## config.mk

```make
export PLATFORM = sky130hd
export DESIGN_NAME = alu_muldiv
export DESIGN_NICKNAME = d
export VERILOG_FILES = /design/src/rtl/alu_muldiv_pkg.sv /design/src/rtl/alu_muldiv_step.sv /design/src/rtl/alu_muldiv.sv
export SDC_FILE = /design/constraint.sdc
export NUM_CORES = 1
export LEC_CHECK = 0
export ABC_CLOCK_PERIOD_IN_PS = 13900
export CAP_MARGIN = 5
export CORE_AREA = 3 3 180 182
export CTS_BUF_LIST = sky130_fd_sc_hd__clkbuf_4 sky130_fd_sc_hd__clkbuf_8
export DETAILED_ROUTE_END_ITERATION = 10
export DIE_AREA = 0 0 183 185
export DONT_BUFFER_PORTS = 1
export PLACE_DENSITY_LB_ADDON = 0.2
export SLEW_MARGIN = 5
export SYNTH_ARGS = -nofsm -noshare
export SYNTH_HDL_FRONTEND = slang
export SYNTH_SLANG_ARGS = --single-unit
```

## constraint.sdc

```tcl
create_clock -name i_clk -period 13.9 [get_ports i_clk]
set_input_delay 1.39 -clock i_clk [delete_from_list [all_inputs] [get_ports i_clk]]
set_output_delay 1.39 -clock i_clk [all_outputs]
set_load 0.02 [all_outputs]
```

## src/rtl/alu_muldiv_pkg.sv

```systemverilog
// Shared definitions for the iterative multiply/divide unit: funct3 op
// encodings and operand-signedness decode.
package alu_muldiv_pkg;

    localparam logic [2:0] MD_OP_MUL    = 3'd0;
    localparam logic [2:0] MD_OP_MULH   = 3'd1;
    localparam logic [2:0] MD_OP_MULHSU = 3'd2;
    localparam logic [2:0] MD_OP_MULHU  = 3'd3;
    localparam logic [2:0] MD_OP_DIV    = 3'd4;
    localparam logic [2:0] MD_OP_DIVU   = 3'd5;
    localparam logic [2:0] MD_OP_REM    = 3'd6;
    localparam logic [2:0] MD_OP_REMU   = 3'd7;

    // MUL keeps raw operands: its low half is the same for signed and unsigned.
    function automatic logic op_a_signed(input logic [2:0] op);
        return (op == MD_OP_MULH) || (op == MD_OP_MULHSU) ||
               (op == MD_OP_DIV)  || (op == MD_OP_REM);
    endfunction

    function automatic logic op_b_signed(input logic [2:0] op);
        return (op == MD_OP_MULH) || (op == MD_OP_DIV) || (op == MD_OP_REM);
    endfunction

endpackage

```

## src/rtl/alu_muldiv_step.sv

```systemverilog
// One combinational iteration: radix-2 shift-add for multiply, restoring
// shift-subtract for divide. {hi, lo} is the accumulator pair.
module alu_muldiv_step #(
    parameter int XLEN = 32
) (
    input  logic            is_div,
    input  logic [XLEN-1:0] hi,
    input  logic [XLEN-1:0] lo,
    input  logic [XLEN-1:0] operand,
    output logic [XLEN-1:0] hi_next,
    output logic [XLEN-1:0] lo_next
);

    logic [XLEN:0]   sum;
    logic [XLEN:0]   rem_s;
    logic [XLEN-1:0] diff;
    logic            q_bit;

    always_comb begin
        sum   = {1'b0, hi} + {1'b0, (lo[0] ? operand : {XLEN{1'b0}})};
        rem_s = {hi, lo[XLEN-1]};
        q_bit = (rem_s >= {1'b0, operand});
        // Truncation is exact whenever q_bit is set, since the remainder stays below the divisor.
        diff  = rem_s[XLEN-1:0] - operand;

        if (is_div) begin
            hi_next = q_bit ? diff : rem_s[XLEN-1:0];
            lo_next = {lo[XLEN-2:0], q_bit};
        end else begin
            hi_next = sum[XLEN:1];
            lo_next = {sum[0], lo[XLEN-1:1]};
        end
    end

endmodule

```

## src/rtl/alu_muldiv.sv

```systemverilog
// Iterative RV M-extension multiply/divide unit for the execute stage.
// Handshake: a transfer happens on a rising edge where valid & ready are both high; each side holds its valid (and payload) until then.
module alu_muldiv
    import alu_muldiv_pkg::*;
#(
    parameter int XLEN = 32
) (
    input  logic            i_clk,
    input  logic            i_rst,
    input  logic            i_valid,
    output logic            o_ready,
    input  logic [2:0]      i_op,
    input  logic [XLEN-1:0] i_a,
    input  logic [XLEN-1:0] i_b,
    input  logic            i_flush,
    output logic            o_valid,
    input  logic            i_ready,
    output logic [XLEN-1:0] o_result,
    output logic [1:0]      dbg_state
);

    localparam int CNT_W = $clog2(XLEN) + 1;

    typedef enum logic [1:0] {
        IDLE = 2'd0,
        CALC = 2'd1,
        DONE = 2'd2
    } state_t;

    state_t state, state_nx;

    logic [CNT_W-1:0] cnt;
    logic [2:0]       op_q;
    logic             sign_a, sign_b;
    logic [XLEN-1:0]  hi_q, lo_q, opnd_q, result_q;
    logic [XLEN-1:0]  step_hi, step_lo;

    logic             accept;
    logic             sa, sb, div_zero, div_ovf, special;
    logic [XLEN-1:0]  abs_a, abs_b, min_neg, special_res;

    logic [2*XLEN-1:0] prod, prod_fix;
    logic [XLEN-1:0]   quo_fix, rem_fix, final_res;

    // Request decode: magnitudes, signs and the cases that skip iteration.
    always_comb begin
        sa       = op_a_signed(i_op) & i_a[XLEN-1];
        sb       = op_b_signed(i_op) & i_b[XLEN-1];
        abs_a    = sa ? -i_a : i_a;
        abs_b    = sb ? -i_b : i_b;
        min_neg  = {1'b1, {(XLEN-1){1'b0}}};
        div_zero = i_op[2] && (i_b == '0);
        div_ovf  = ((i_op == MD_OP_DIV) || (i_op == MD_OP_REM)) &&
                   (i_a == min_neg) && (i_b == '1);
        special  = div_zero | div_ovf;

        special_res = '0;
        if (div_zero) begin
            special_res = i_op[1] ? i_a : '1;
        end else if (div_ovf) begin
            special_res = i_op[1] ? '0 : i_a;
        end
    end

    always_ff @(posedge i_clk) begin
        if (i_rst) begin
            state <= IDLE;
        end else begin
            state <= state_nx;
        end
    end

    always_comb begin
        state_nx = state;
        o_ready  = 1'b0;
        o_valid  = 1'b0;
        accept   = 1'b0;
        case (state)
            IDLE: begin
                o_ready = 1'b1;
                if (i_valid && !i_flush) begin
                    accept   = 1'b1;
                    state_nx = special ? DONE : CALC;
                end
            end
            CALC: begin
                if (cnt == CNT_W'(1)) begin
                    state_nx = DONE;
                end
            end
            DONE: begin
                o_valid = 1'b1;
                if (i_ready) begin
                    state_nx = IDLE;
                end
            end
            default: state_nx = IDLE;
        endcase
        if (i_flush) begin
            state_nx = IDLE;
        end
    end

    alu_muldiv_step #(.XLEN(XLEN)) u_step (
        .is_div  (op_q[2]),
        .hi      (hi_q),
        .lo      (lo_q),
        .operand (opnd_q),
        .hi_next (step_hi),
        .lo_next (step_lo)
    );

    // Sign fix-up applied to the outcome of the final iteration.
    always_comb begin
        prod     = {step_hi, step_lo};
        prod_fix = (sign_a ^ sign_b) ? -prod : prod;
        quo_fix  = (sign_a ^ sign_b) ? -step_lo : step_lo;
        rem_fix  = sign_a ? -step_hi : step_hi;
        if (!op_q[2]) begin
            final_res = (op_q == MD_OP_MUL) ? prod_fix[XLEN-1:0] : prod_fix[2*XLEN-1:XLEN];
        end else begin
            final_res = op_q[1] ? rem_fix : quo_fix;
        end
    end

    always_ff @(posedge i_clk) begin
        if (i_rst) begin
            cnt      <= '0;
            op_q     <= '0;
            sign_a   <= 1'b0;
            sign_b   <= 1'b0;
            hi_q     <= '0;
            lo_q     <= '0;
            opnd_q   <= '0;
            result_q <= '0;
        end else if (accept) begin
            op_q   <= i_op;
            sign_a <= sa;
            sign_b <= sb;
            hi_q   <= '0;
            lo_q   <= abs_a;
            opnd_q <= abs_b;
            if (special) begin
                result_q <= special_res;
            end else begin
                cnt <= CNT_W'(XLEN);
            end
        end else if ((state == CALC) && !i_flush) begin
            hi_q <= step_hi;
            lo_q <= step_lo;
            cnt  <= cnt - CNT_W'(1);
            if (cnt == CNT_W'(1)) begin
                result_q <= final_res;
            end
        end
    end

    assign o_result  = result_q;
    assign dbg_state = state;

endmodule

```

Word-level counts from Yosys, hierarchy flattened
Cells that the tools add are included.
- add/sub/neg operators: 8
- $mul: 0
- div/mod/pow operators: 0
- order comparisons: 1
- eq/ne operators: 14
- shift-type cells: 0
- multiplexer cells: 34
- bitwise logic cells: 4
- reduce and logical (&&, ||, !) cells: 22
- operators by type and width (operator ; number):
    $mux W32 ; 21
    $neg A32 Y32 ; 4
    $eq A32 B32 Y1 const B ; 2
    $mux W64 ; 1
    $neg A64 Y64 ; 1
    $add A32 B32 Y33 ; 1
    $ge A33 B32 Y1 ; 1
    $logic_not A32 Y1 ; 1
    $sub A32 B32 Y32 ; 1
    $mux W6 ; 3
    $mux W2 ; 4
    $ne A2 B2 Y1 const B ; 4
    $eq A3 B3 Y1 const B ; 2
    $eq A6 B1 Y1 const B ; 1
    $logic_or A1 B1 Y1 ; 6
    $pmux W2 S3 ; 1
    $reduce_and A3 Y1 ; 2
    $sub A6 B1 Y6 const B ; 1
    $logic_and A1 B1 Y1 ; 5
    $mux W1 ; 4
    $reduce_bool A2 Y1 ; 2
    $reduce_or A2 Y1 ; 2
    $eq A3 B1 Y1 const B ; 1
    $eq A3 B2 Y1 const B ; 1
    other kinds (10) ; 11
- flip-flop bits (word level): 141
- bits in latches: 0
- bits in writable memories: 0
- memory bits (read-only): 0
- input bits: 72
- word-level logic and storage cells: 92
- memories kept: 0

Depth between registers and ports, before layout
- word-level depth: 10
- gate-level depth with buffers: 27
- depth with buffers taken out: 21

Cells and area by module
A second synthesis with hierarchy kept.
- cells, all modules: 2078
- area, all modules: 14901.8 um2
- modules (own cells, without submodules) (module ; instances ; cells each ; area each (um2)):
    alu_muldiv ; 1 ; 1407 ; 10203.5
    alu_muldiv_step ; 1 ; 671 ; 4698.3

Worst setup path before layout
No wires, ideal clock.
- path kind: register -> register
- start: register hi_q[1]
- end: register result_q[10], in the netlist o_result[10]
- setup time: 0.116 ns
- arrival time: 4.829 ns
- data required time: 13.784 ns
- setup slack: 8.954 ns
- stages on the path, launching flop included: 25
- period minus slack after synthesis: 4.946 ns
- path through: dfxtp_1 -> ha_1 -> o211a_1 -> o31a_1 -> o211a_1 -> o31a_1 -> buf_4 -> nor2_4 -> buf_2 -> buf_2 -> buf_4 -> o21ai_0 -> mux2i_1 -> ha_1 -> nand2_1 -> a211oi_1 -> a221o_1 -> and3_1 -> clkbuf_1 -> nand2b_1 -> o41ai_1 -> xnor2_1 -> o221ai_1 -> o2111ai_1 -> o211a_1
- cells in the longest elaborated chain, start to end: 10
- elaborated cells on any way between the ends: 18
- those cells by class: add/sub (5); order compare (1); mux (12)
- RTL lines (what ; line ; RTL):
    start: declaration ; alu_muldiv.sv:35 ; logic [XLEN-1:0] hi_q, lo_q, opnd_q, result_q;
    start signal: assignment ; alu_muldiv.sv:149 ; hi_q <= step_hi;
    $sub A32 B32 Y32 / $ge A33 B32 Y1 (equally long branches) ; alu_muldiv_step.sv:24, alu_muldiv_step.sv:22 ;
    $mux W32 ; alu_muldiv_step.sv:27 ; hi_next = q_bit ? diff : rem_s[XLEN-1:0];
    $mux W32 ; alu_muldiv_step.sv:26 ; if (is_div) begin
    $neg A64 Y64 / $neg A32 Y32 (equally long branches) ; alu_muldiv.sv:116, alu_muldiv.sv:118 ;
    $mux W64 / $mux W32 (equally long branches) ; alu_muldiv.sv:116, alu_muldiv.sv:118 ;
    $mux W32, on equally long branches ; alu_muldiv.sv:120, alu_muldiv.sv:122 ;
    $mux W32 (*) ; alu_muldiv.sv:119 ; if (!op_q[2]) begin
    $mux W32 (*) ; alu_muldiv.sv:152 ; if (cnt == CNT_W'(1)) begin
    $mux W32 (*) ; alu_muldiv.sv:148 ; end else if ((state == CALC) && !i_flush) begin
    $mux W32 (*) ; alu_muldiv.sv:136 ; end else if (accept) begin
    end signal: assignment ; alu_muldiv.sv:144 ; result_q <= special_res;
    end signal: assignment ; alu_muldiv.sv:153 ; result_q <= final_res;
    end: declaration ; alu_muldiv.sv:35 ;
Every way passes the cells marked *; elsewhere a longest branch is shown, timed or not. The select of a mux whose other input is x is not followed.
A chain may end at the register's enable or synchronous reset.

Worst setup path after layout
- start: register opnd_q[1]
- end: register result_q[24], in the netlist o_result[24]
- cells in the longest elaborated chain, start to end: 10
- elaborated cells on any way between the ends: 19
- those cells by class: add/sub (5); order compare (1); mux (13)
- RTL lines (what ; line ; RTL):
    start: declaration ; alu_muldiv.sv:35 ;
    start signal: assignment ; alu_muldiv.sv:142 ; opnd_q <= abs_b;
    $mux W32 (tied with other cells) ; alu_muldiv_step.sv:20 ; sum = {1'b0, hi} + {1'b0, (lo[0] ? operand : {XLEN{1'b0}})};
    $add A32 B32 Y33 / $mux W32 (equally long branches) ; alu_muldiv_step.sv:20, alu_muldiv_step.sv:27 ;
    $mux W32 ; alu_muldiv_step.sv:26 ;
    $neg A64 Y64 / $neg A32 Y32 (equally long branches) ; alu_muldiv.sv:116, alu_muldiv.sv:118 ;
    $mux W64 / $mux W32 (equally long branches) ; alu_muldiv.sv:116, alu_muldiv.sv:118 ;
    $mux W32, on equally long branches ; alu_muldiv.sv:120, alu_muldiv.sv:122 ;
    $mux W32 (*) ; alu_muldiv.sv:119 ;
    $mux W32 (*) ; alu_muldiv.sv:152 ;
    $mux W32 (*) ; alu_muldiv.sv:148 ;
    $mux W32 (*) ; alu_muldiv.sv:136 ;
Marks and branches as above.

==> results.cfg <==
[drt]
vias = 17400
drt-pass1-iter-count = 6
antenna_left = 0
wl_um = 64100
drc = 0
via_per_inst = 6.86
post_drt_wl_per_cell_um = 25.3
drt_iter0_drc = 2329

[place]
hpwl_um = 48900
gp_congestion = 1.05
place_area_um2 = 15500
port_buffers = 0

[clocking]
cts_sinks = 141
clk_pin_slew_ps = 90
cts_resized = 0
cts_tree = yes
cts_hold_buf = 0
post_cts_buffers = 0
max-clock-path-buffers = 2
htreeDepth = 4
cts_buffers = 17
cts_root_buffer = clkbuf_8
clk_latency_ps = 520

[power]
switchingPower_mw = 0.510
p_per_area_nw_per_um2 = 78.1
p_int_mw = 0.736
sequentialPowerShare_pct = 35.3
p_comb_share_pct = 35.4
worst_ir_drop_vdd_v = 0.0000902
power_mw = 1.25
p_leak_nw = 5.82
clkPwrFrac_pct = 29.4
swShare_pct = 40.9

[cells_and_area]
n_fill_cell = 3138
final_cell_area_um2 = 15900
finalNetCount = 2267
multi_input_area_um2 = 11700
final_cell_mix = 313 x nor2_1, 229 x nand2_1, 187 x a21oi_1
drive_gt1_share_pct = 5.29
finalCoreUtilization_pct = 51.9
final_common_cell = nor2_1
regArea_um2 = 2830
syn_to_final_growth_pct = 3.93

[synthesis]
ys_seq_area_share_pct = 18.4
ys_ff_latch = 141
yosysUniqueCellTypes = 105
syn_area_um2 = 15300
async_flop_share_pct = 0
synthFlopType = dfxtp_1
syn_area_per_cell_um2 = 6.95
synth.net_count = 2354
synth-edff-count = 0
netlist_instances = 2209
ys_warn_count = 0

[grt]
grt_max_degree = 85
grt_pass1_wl_um = 97200
grt_pass1_vias = 16000
grt_antenna_before_repair = 3
grt-ovfl-total = 0
grt_use_total_pct = 37.2

[sta]
clock.fmax_mhz = 156
finalHoldViolCount = 0
max_slew.worst_pin.slew_ps = 1120
fin_skew_ps = 22.3
rsz0062_at_grt = no
period_share_pct = 46.1
setup_tns_ps = 0
setup_viol = 0
maxSlewViolCount = 0
relSlewSlack_pct = 24.7
period_minus_slack_ps = 6400

[die]
coreArea_um2 = 30700
pin_count = 108
start_util_pct = 49.9
die_width_um = 183
die_y_um = 185
rows = 64
die-area_um2 = 33900

[setup_path]
r2r_start = opnd_q[1]
startpoint = opnd_q[1]
crit_fanout = 36
critPathKind = flip-flop to flip-flop
required_ps = 14270
critPathCaptureType = flip-flop
arrival_ps = 6770
cp-start-kind = flip-flop

[run_status]
status = complete, no violations

[worst_hold_path]
worstHoldStart = opnd_q[29]
hold_class = flip-flop to flip-flop

[flow_run]
maxCapViolations = 0
-- worst paths after layout --
| kind | to | slack [ps] | cells after the start |
|---|---|---|---|
| max | o_result[24] | 7500 | 19 |
| max reg2reg | o_result[24] | 7500 | 19 |
| min | opnd_q[29] | 470 | 2 |
| min reg2reg | opnd_q[29] | 470 | 2 |
-- routing by layer --
layer / vias up / global-route usage (%) / wire (µm)
met1: 8235 / 50.6 / 26800
met4: 4 / 14.3 / 2780
met2: 1015 / 56.0 / 27100
met3: 197 / 10.3 / 7400
met5: - / 0 / 27
li1: 7912 / - / -
-- through the flow --
step	instances	worst slack [ps]	hold WS (ps)
6_report	2532	7500	471
5_1_grt	2531	7280	493
3_3_place_gp	2499	7910	445
2_1_floorplan	2209	8950	440
4_1_cts	2531	7750	464
3_5_place_dp	2499	7800	452
-- Yosys cell counts, drive strengths merged, types with 54 or more instances --
library cell	count	share of area, %
nor2	316	7.8
nand2	230	5.7
a21oi	189	6.2
o21ai	154	5.1
dfxtp	141	18
xnor2	93	5.3
clkbuf	91	2.2
xor2	82	4.7
inv	77	1.9
ha	71	5.8
nor3	71	2.4
a211oi	54	2.7
-- power groups by stage --
stage,combinational (mW),sequential [mW],clock [mW]
final,0.441,0.439,0.366
after global placement,0.424,0.447,0
after global routing,0.472,0.441,0.382
after CTS,0.426,0.438,0.366
after detailed placement,0.425,0.448,0
after floorplan,0.312,0.438,0
-- registers in the layout (all words and copies together), names as in the netlist --
signal	count
hi_q	32
lo_q	32
o_result	32
opnd_q	32
cnt	6
op_q	3
dbg_state	2
sign_a	1
sign_b	1
-- cell type report --
type / instances / area share (%)
diodes: 1 / 0.0157
clock buffers: 20 / 1.73
clock inverters: 12 / 0.863
inverters: 77 / 1.81
multi-input cells: 1861 / 73.6
flip-flops and latches: 141 / 17.7
well taps: 396 / 3.11
repair buffers: 24 / 1.13
-- kinds of logic after synthesis --
logic type,count (synthesis),synth area share (%)
muxes,46,3.03
DFF,141,18.4
buffers and inverters,207,5.37
xor gates and xnor gates,175,9.99
adders and majority gates,73,6.05
and+or+nand+nor,855,26.3
AOI/OAI and AO/OA,712,30.9
-- critical path: stages, from the launching register on --
cell and delay, ps:
dfxtp_1 410, inv_1 110, ha_1 360, nor2b_1 180, o31a_1 330, o211a_1 260
o31a_1 470, nor2_4 850, o21ai_0 210, mux2i_1 470, ha_1 320, nand2_1 100
a211oi_1 210, a221o_1 160, and3_1 380, nand4_2 360, o31ai_2 410, xor2_1 130
a221oi_1 380, o22ai_1 150
(Power assumes the default switching activity.)
